[src/rtl/fpu_types_pkg.sv]
// rtl/fpu_types_pkg.sv - shared FPU CSR types, widths and CSR addresses
package fpu_types;

    localparam int DEF_FFLAGS_BITS = 5;
    localparam int DEF_FRM_BITS    = 3;

    // Bit 4 is NV, bit 0 is NX.
    typedef struct packed {
        logic nv;
        logic dz;
        logic of;
        logic uf;
        logic nx;
    } fflags_t;

    localparam logic [11:0] CSR_FFLAGS = 12'h001;
    localparam logic [11:0] CSR_FRM    = 12'h002;
    localparam logic [11:0] CSR_FCSR   = 12'h003;

endpackage

[src/rtl/fpu_csr_rsp_buf.sv]
// rtl/fpu_csr_rsp_buf.sv - single-entry registered response buffer with valid/ready
module fpu_csr_rsp_buf #(
    parameter int WIDTH = 32
) (
    input  logic             clk,
    input  logic             reset,
    input  logic             in_valid,
    output logic             in_ready,
    input  logic [WIDTH-1:0] in_data,
    output logic             out_valid,
    input  logic             out_ready,
    output logic [WIDTH-1:0] out_data
);

    // A new entry may enter when the slot is empty or is being drained this cycle.
    assign in_ready = !out_valid | out_ready;

    // Load on accept, hold until consumed; data stays stable while held.
    always_ff @(posedge clk or negedge reset) begin
        if (!reset) begin
            out_valid <= 1'b0;
            out_data  <= '0;
        end else if (in_valid && in_ready) begin
            out_valid <= 1'b1;
            out_data  <= in_data;
        end else if (out_ready) begin
            out_valid <= 1'b0;
        end
    end

endmodule

[src/rtl/fpu_csr_state.sv]
// rtl/fpu_csr_state.sv - per-warp fflags/frm state serving FPU write-backs and CSR requests
module fpu_csr_state
    import fpu_types::*;
#(
    parameter int  NUM_WARPS   = 4,
    parameter int  FFLAGS_BITS = DEF_FFLAGS_BITS,
    parameter int  FRM_BITS    = DEF_FRM_BITS,
    localparam int NW_BITS     = (NUM_WARPS > 1) ? $clog2(NUM_WARPS) : 1
) (
    input  logic                   clk,
    input  logic                   reset,
    input  logic                   fpu_write_enable,
    input  logic [NW_BITS-1:0]     fpu_write_wid,
    input  logic [FFLAGS_BITS-1:0] fpu_write_fflags,
    input  logic [NW_BITS-1:0]     fpu_read_wid,
    output logic [FRM_BITS-1:0]    fpu_read_frm,
    input  logic                   csr_req_valid,
    output logic                   csr_req_ready,
    input  logic [NW_BITS-1:0]     csr_req_wid,
    input  logic [11:0]            csr_req_addr,
    input  logic                   csr_req_write,
    input  logic [31:0]            csr_req_wdata,
    output logic                   csr_rsp_valid,
    input  logic                   csr_rsp_ready,
    output logic [31:0]            csr_rsp_data,
    output logic                   csr_rsp_err
);

    logic [FFLAGS_BITS-1:0] fflags     [NUM_WARPS];
    logic [FRM_BITS-1:0]    frm        [NUM_WARPS];
    logic [FFLAGS_BITS-1:0] fflags_nxt [NUM_WARPS];
    logic [FRM_BITS-1:0]    frm_nxt    [NUM_WARPS];

    logic                   pend_valid;
    logic [NW_BITS-1:0]     pend_wid;
    logic [FFLAGS_BITS-1:0] pend_fflags;

    logic                   hit_ff, hit_frm, hit_fcsr, wid_ok, supported;
    logic                   pend_hit_req, accept, wr_fire;
    logic [FFLAGS_BITS-1:0] pend_fwd, eff_fflags;
    logic [FRM_BITS-1:0]    cur_frm;
    logic [31:0]            rd_data;
    logic                   unused_wdata;

    assign unused_wdata = ^csr_req_wdata[31:FFLAGS_BITS+FRM_BITS];

    // Out-of-range warps only exist in non-power-of-two configurations.
    assign fpu_read_frm = ({1'b0, fpu_read_wid} < (NW_BITS+1)'(NUM_WARPS)) ? frm[fpu_read_wid] : '0;

    // Decode the request and form the old value, forwarding flags still in the pending stage.
    always_comb begin
        hit_ff       = (csr_req_addr == CSR_FFLAGS);
        hit_frm      = (csr_req_addr == CSR_FRM);
        hit_fcsr     = (csr_req_addr == CSR_FCSR);
        wid_ok       = ({1'b0, csr_req_wid} < (NW_BITS+1)'(NUM_WARPS));
        supported    = wid_ok && (hit_ff || hit_frm || hit_fcsr);
        pend_hit_req = pend_valid && (pend_wid == csr_req_wid);
        pend_fwd     = pend_hit_req ? pend_fflags : '0;
        cur_frm      = frm[csr_req_wid];
        eff_fflags   = fflags[csr_req_wid] | pend_fwd;
        rd_data      = '0;
        if (supported) begin
            if (hit_ff)   rd_data = 32'(eff_fflags);
            if (hit_frm)  rd_data = 32'(cur_frm);
            if (hit_fcsr) rd_data = 32'({cur_frm, eff_fflags});
        end
        accept  = csr_req_valid && csr_req_ready;
        wr_fire = accept && csr_req_write && supported;
    end

    // Next state per warp: commit pending FPU flags, and let a CSR write override
    // while still keeping any in-flight FPU flags for the same warp.
    always_comb begin
        for (int w = 0; w < NUM_WARPS; w++) begin
            fflags_nxt[w] = fflags[w];
            frm_nxt[w]    = frm[w];
            if (pend_valid && (pend_wid == NW_BITS'(w)))
                fflags_nxt[w] = fflags[w] | pend_fflags;
            if (wr_fire && (csr_req_wid == NW_BITS'(w))) begin
                if (hit_ff || hit_fcsr)
                    fflags_nxt[w] = csr_req_wdata[FFLAGS_BITS-1:0] | pend_fwd;
                if (hit_frm)
                    frm_nxt[w] = csr_req_wdata[FRM_BITS-1:0];
                if (hit_fcsr)
                    frm_nxt[w] = csr_req_wdata[FFLAGS_BITS +: FRM_BITS];
            end
        end
    end

    // State registers and the one-stage FPU write-back pipeline.
    always_ff @(posedge clk or negedge reset) begin
        if (!reset) begin
            for (int w = 0; w < NUM_WARPS; w++) begin
                fflags[w] <= '0;
                frm[w]    <= '0;
            end
            pend_valid  <= 1'b0;
            pend_wid    <= '0;
            pend_fflags <= '0;
        end else begin
            for (int w = 0; w < NUM_WARPS; w++) begin
                fflags[w] <= fflags_nxt[w];
                frm[w]    <= frm_nxt[w];
            end
            pend_valid  <= fpu_write_enable;
            pend_wid    <= fpu_write_wid;
            pend_fflags <= fpu_write_enable ? fpu_write_fflags : '0;
        end
    end

    fpu_csr_rsp_buf #(
        .WIDTH(33)
    ) u_rsp_buf (
        .clk       (clk),
        .reset     (reset),
        .in_valid  (csr_req_valid),
        .in_ready  (csr_req_ready),
        .in_data   ({!supported, rd_data}),
        .out_valid (csr_rsp_valid),
        .out_ready (csr_rsp_ready),
        .out_data  ({csr_rsp_err, csr_rsp_data})
    );

endmodule

[config.mk]
export PLATFORM = sky130hd
export DESIGN_NAME = fpu_csr_state
export DESIGN_NICKNAME = d
export VERILOG_FILES = /design/src/rtl/fpu_types_pkg.sv /design/src/rtl/fpu_csr_rsp_buf.sv /design/src/rtl/fpu_csr_state.sv
export SDC_FILE = /design/constraint.sdc
export NUM_CORES = 1
export LEC_CHECK = 0
export ABC_AREA = 1
export BUFFER_PORTS_ARGS = -buffer_cell sky130_fd_sc_hd__buf_2
export CAP_MARGIN = 20
export CORE_ASPECT_RATIO = 1.25
export CORE_MARGIN = 8
export CORE_UTILIZATION = 24
export DETAILED_ROUTE_END_ITERATION = 6
export GPL_TIMING_DRIVEN = 0
export PLACE_DENSITY = 0.52
export SETUP_SLACK_MARGIN = 0.1
export SYNTH_ARGS = -nofsm -noshare
export SYNTH_HDL_FRONTEND = slang
export SYNTH_HIERARCHICAL = 1
export SYNTH_SLANG_ARGS = --single-unit
[constraint.sdc]
create_clock -name clk -period 1.92 [get_ports clk]
set_input_delay 0.576 -clock clk [delete_from_list [all_inputs] [get_ports clk]]
set_output_delay 0.576 -clock clk [all_outputs]
set_load 0.01 [all_outputs]
Word level (Yosys, flattened, before mapping)
Index checks and enable logic that the tools add are counted.
{"block": "totals", "wordCells": 90, "inputBits": 61, "output_inout_bits": 38, "ff_bits": 74}
{"block": "classes", "n_reduce_logical": 25, "magnitude_cmp": 2, "n_mux": 31, "bitwise_logic": 9, "n_eq_ne": 10}
{"cell": "$mux W32", "n": 3}
{"cell": "$mux W5", "n": 17}
{"cell": "$or A5 B5 Y5", "n": 6}
{"cell": "$eq A12 B2 Y1 const B", "n": 2}
{"cell": "$mux W3", "n": 6}
{"cell": "$bmux W3 S2", "n": 2}
{"cell": "$eq A12 B1 Y1 const B", "n": 1}
{"cell": "$logic_and A1 B1 Y1", "n": 12}
{"cell": "$bmux W5 S2", "n": 1}
{"cell": "$eq A2 B2 Y1 const B", "n": 4}
{"cell": "$reduce_and A2 Y1", "n": 4}
{"cell": "$ge A3 B3 Y1 const B", "n": 2}
{"cell": "$not A2 Y3", "n": 2}
{"cell": "$eq A2 B1 Y1 const B", "n": 2}
{"cell": "$logic_not A2 Y1", "n": 2}
{"cell": "$reduce_bool A2 Y1", "n": 2}
{"cell": "$logic_or A1 B1 Y1", "n": 3}
{"cell": "$eq A2 B2 Y1", "n": 1}
{"cell": "$logic_not A1 Y1", "n": 2}
{"cell": "$mux W1", "n": 2}
{"cell": "$or A1 B1 Y1", "n": 1}

Logic depth before layout (Yosys ltp)
{"block": "depth", "ltp_word": 9, "mapped_depth": 11, "depth_no_buf": 11}

Cells and area by module
Netlist, hierarchy kept.
{"module": "fpu_csr_state", "seq_area_each_um2": 1001.0, "n_inst": 1, "area_each_um2": 2585.0, "cells_each": 397}
{"module": "fpu_csr_rsp_buf", "seq_area_each_um2": 850.8, "n_inst": 1, "area_each_um2": 1370.1, "cells_each": 147}

Worst setup path after synthesis
OpenSTA, ideal clock, no wires.
{"block": "synth_path", "path_type": "input port to flip-flop", "startpoint": "input csr_req_wid[0]", "endpoint": "register u_rsp_buf.out_data[2]", "n_path_buf": 1, "slack_ns": 0.219, "stages": 8, "t_arrival_ns": 1.585, "cell_sequence": "clkbuf_1 > nor2_2 > inv_2 > or2_2 > nand4_1 > o21ai_1 > nand3_1 > nand2_1"}
{"block": "synth_via", "elab_chain_len": 9, "word_cells_on_any_way": 15, "cone_classes": "1 x eq/ne; 11 x mux; 2 x bitwise; 1 x reduce/logical"}
{"element": "start, declared", "line": "fpu_csr_state.sv:19", "rtl": "input logic [NW_BITS-1:0] csr_req_wid,"}
{"element": "$not A2 Y3 (implied by the code)", "line": "fpu_csr_state.sv:59, fpu_csr_state.sv:60"}
{"element": "$bmux W5 S2", "line": "fpu_csr_state.sv:60", "rtl": "eff_fflags = fflags[csr_req_wid] | pend_fwd;"}
{"element": "$mux W5 (implied by the code) (2 in a row)", "line": "fpu_csr_state.sv:60"}
{"element": "$or A5 B5 Y5", "line": "fpu_csr_state.sv:60"}
{"element": "$mux W5", "line": "fpu_csr_state.sv:63", "rtl": "if (hit_ff) rd_data = 32'(eff_fflags);"}
{"element": "$mux W32", "line": "fpu_csr_state.sv:64", "rtl": "if (hit_frm) rd_data = 32'(cur_frm);"}
{"element": "$mux W32 *", "line": "fpu_csr_state.sv:65", "rtl": "if (hit_fcsr) rd_data = 32'({cur_frm, eff_fflags});"}
{"element": "$mux W32 *", "line": "fpu_csr_state.sv:62", "rtl": "if (supported) begin"}
{"element": "net rd_data[2]", "line": "fpu_csr_state.sv:42", "rtl": "logic [31:0] rd_data;"}
{"element": "end signal, assigned", "line": "fpu_csr_rsp_buf.sv:25", "rtl": "out_data <= in_data;"}
{"element": "end, declared", "line": "fpu_csr_rsp_buf.sv:12", "rtl": "output logic [WIDTH-1:0] out_data"}
Mark *: on every way through the listed nets, which the timed path passes. The rest lies on a longest branch. The select of a mux whose other input is x is not followed.
A chain may end at the register's enable or synchronous reset.

Final worst setup path
{"block": "layout_path", "startpoint": "input fpu_read_wid[0]", "endpoint": "output fpu_read_frm[1]"}
{"block": "layout_via", "elab_chain_len": 4}
{"element": "start, declared", "line": "fpu_csr_state.sv:15", "rtl": "input logic [NW_BITS-1:0] fpu_read_wid,"}
{"element": "$not A2 Y3 (implied by the code)", "line": "fpu_csr_state.sv:48", "rtl": "assign fpu_read_frm = ({1'b0, fpu_read_wid} < (NW_BITS+1)'(NUM_WARPS)) ? frm[fpu_read_wid] : '0;"}
{"element": "$bmux W3 S2", "line": "fpu_csr_state.sv:48"}
{"element": "$mux W3 (implied by the code) (2 in a row)", "line": "fpu_csr_state.sv:48"}
{"element": "end, declared", "line": "fpu_csr_state.sv:16", "rtl": "output logic [FRM_BITS-1:0] fpu_read_frm,"}
No other way between the ends. The select of a mux whose other input is x is not followed.

==> flow_metrics.env <==
export IMPL_hpwl_mm=8.99
export IMPL_clockBufferDepth=2
export IMPL_powerDensity_nw_per_um2=877
export IMPL_route_detailed_drc=0
export IMPL_synth_top_cell_area_share_pct=46.8
export IMPL_drt_iter0_drc=274
export IMPL_io_buffer_count=73
export IMPL_first_pass_iters=4
export IMPL_setup_tns_ns=0
export IMPL_startpoint_type="input port"
export IMPL_grt_pass1_vias=3661
export IMPL_num_vias=3659
export IMPL_cts_hold_fix_buffers=0
export IMPL_wl_per_cell_um=13.4
export IMPL_synth_area_leaders="dfrtp_1, nand2_1, inv_1"
export IMPL_r2r_start="u_rsp_buf/out_valid"
export IMPL_hold_viol=0
export IMPL_cts_sinks=74
export IMPL_outcome="completed"
export IMPL_num_io_pins=99
export IMPL_core_um2=16200
export IMPL_synthFlopType="dfrtp_1"
export IMPL_dieArea_um2=20900
export IMPL_ir_drop_mv=0.342
export IMPL_insertion_delay_ns=0.33
export IMPL_yosysWarnings=6
export IMPL_multiInputGateArea_um2=1880
export IMPL_synth_cell_type_count=28
export IMPL_syn_to_final_growth_pct=28.9
export IMPL_cts_tree="done"
export IMPL_cap_violations=0
export IMPL_start_util_pct=24.4
export IMPL_fin_area_um2=5100
export IMPL_critPathKind="in -> out"
export IMPL_synth_top_area_cell="dfrtp_1"
export IMPL_crit_required_ns=1.34
export IMPL_antenna_found_initial=0
export IMPL_cp_end_kind="output port"
export IMPL_layout_min_cycle_time_ns=1.75
export IMPL_nFillCells=1760
export IMPL_seq_area_frac_synth_pct=46.8
export IMPL_crit_fanout=7
export IMPL_finalWorstSetupSlack_ns=0.172
export IMPL_report_final_slew_viol_count=0
export IMPL_ant_nets=0
export IMPL_overflow=0
export IMPL_grt_start_max_net_pins=48
export IMPL_synth_area_um2=3960
export IMPL_cts_inserted_buffers=9
export IMPL_async_flop_share_pct=100
export IMPL_finClkSkew_ns=0.00621
export IMPL_vias_per_cell=4.19
export IMPL_dpl_instance_area_um2=4710
export IMPL_pre_cts_slack_ns=-0.257
export IMPL_cp_arrival_ns=1.17
export IMPL_regArea_um2=1850
export IMPL_rows=52
export IMPL_synth_most_common_cell="nand2_1"
export IMPL_max_freq_mhz=572
export IMPL_synthTopCellsByCount="nand2_1, dfrtp_1, inv_1, nand3_1, nor2_1"
export IMPL_r2r_end="fflags[9]"
export IMPL_power_leakage_nw=2.91
export IMPL_die_w_um=131
export IMPL_clk_pin_slew_worst_paths_ns=0.06
export IMPL_ff2ff_setup_slack_ns=0.28
export IMPL_gp_congestion=0.830
export IMPL_n_antenna_cell=0
export IMPL_nets=713
export IMPL_ys_ff_latch=74
export IMPL_drive_gt1_share_pct=19.8
export IMPL_wl_mm=11.7
export IMPL_grt_pass1_wl_mm=19.1
export IMPL_setup_viol=0
export IMPL_period_share_pct=91.0
export IMPL_syn_avg_cell_area_um2=7.27
export IMPL_synthCells=544
export IMPL_r2r_cells=8
export IMPL_clockRootBuffer="clkbuf_16"
export IMPL_track_usage_pct=11.8
export IMPL_cts_max_level=3
export IMPL_fp_dieH_um=160
export IMPL_synth_edff_count=0
export IMPL_hold_class="in -> async"
export IMPL_rsz0062_at_grt="false"
-- critical path, stage by stage --
cell and delay, ns:
buf_2 0.14, inv_2 0.07, o21ai_0 0.16, o22ai_1 0.08
buf_2 0.14
-- what timing repair did --
action | CTS | global route
resized for setup | 1 | 13
buffers inserted | 0 | 0
endpoints found under the setup margin | 5 | 19
-- sequential cells by signal, indices dropped and copies added, names as in the netlist --
name and cells:
pend_fflags 5, pend_wid 2, frm 12, fflags 20, pend_valid 1, u_rsp_buf/out_valid 1
u_rsp_buf/out_data 33
-- cells by family after synthesis --
kind of cell,Yosys count,synth area share (%)
xor+xnor,1,0.221
simple gates,324,35.7
buf+inv,83,8.86
other cells,1,0.0948
compound gates,61,8.35
flops,74,46.8
-- how the worst max path moves through the flow --
stage                             start               endpoint
finish                  fpu_read_wid[0]        fpu_read_frm[1]
global route            fpu_read_wid[0]        fpu_read_frm[1]
CTS                 u_rsp_buf/out_valid          csr_req_ready
detailed placement        csr_rsp_ready              fflags[9]
global placement                  reset            pend_wid[1]
floorplan                csr_req_wid[0]  u_rsp_buf/out_data[2]
-- layout make-up --
class | count | area share [%]
Clock inverter | 4 | 1.94
Multi-Input combinational cell | 410 | 36.9
Sequential cell | 74 | 36.3
Clock buffer | 12 | 4.84
Timing Repair Buffer | 74 | 7.76
Buffer | 11 | 1.67
Inverter | 72 | 5.30
Tap cell | 216 | 5.30
-- layout by cell type, fill, tap and decap left out, types with 8 or more instances in the layout --
| cell | n |
|---|---|
| o21ai_0 | 30 |
| nand3_2 | 9 |
| o21ai_1 | 10 |
| inv_1 | 64 |
| o22ai_1 | 15 |
| nand2_1 | 206 |
| dfrtp_1 | 74 |
| clkbuf_16 | 9 |
| nand3_1 | 45 |
| buf_2 | 76 |
| nand4_1 | 8 |
| conb_1 | 24 |
| nor2_1 | 38 |
-- where the power goes --
part	internal, mW	total [mW]	switching, mW
sequential	1.72	1.78	0.0673
combinational	0.268	0.725	0.457
clock	1.31	1.96	0.651
-- per-layer routing --
metal | vias to the layer above | share of wire, % | track usage, %
met3 | 9 | 4.0 | 2.58
met4 | 0 | 1.4 | 3.87
met1 | 1679 | 44 | 14.1
li1 | 1909 | - | -
met5 | - | 0 | 0
met2 | 62 | 51 | 20.2
-- stage by stage --
| stage | util (%) | cells | hold WS (ns) | power, mW |
|---|---|---|---|---|
| floorplan | - | 567 | 0.280 | 2.25 |
| detailed placement | 29.1 | 857 | 0.455 | 2.54 |
| global placement | 28.9 | 856 | 0.452 | 2.52 |
| finish | 31.5 | 873 | 0.164 | 4.47 |
| CTS | 31.2 | 873 | 0.169 | 4.52 |
| global route | 31.5 | 873 | 0.180 | 4.73 |
Note: power is estimated with default switching activity, not from simulation.
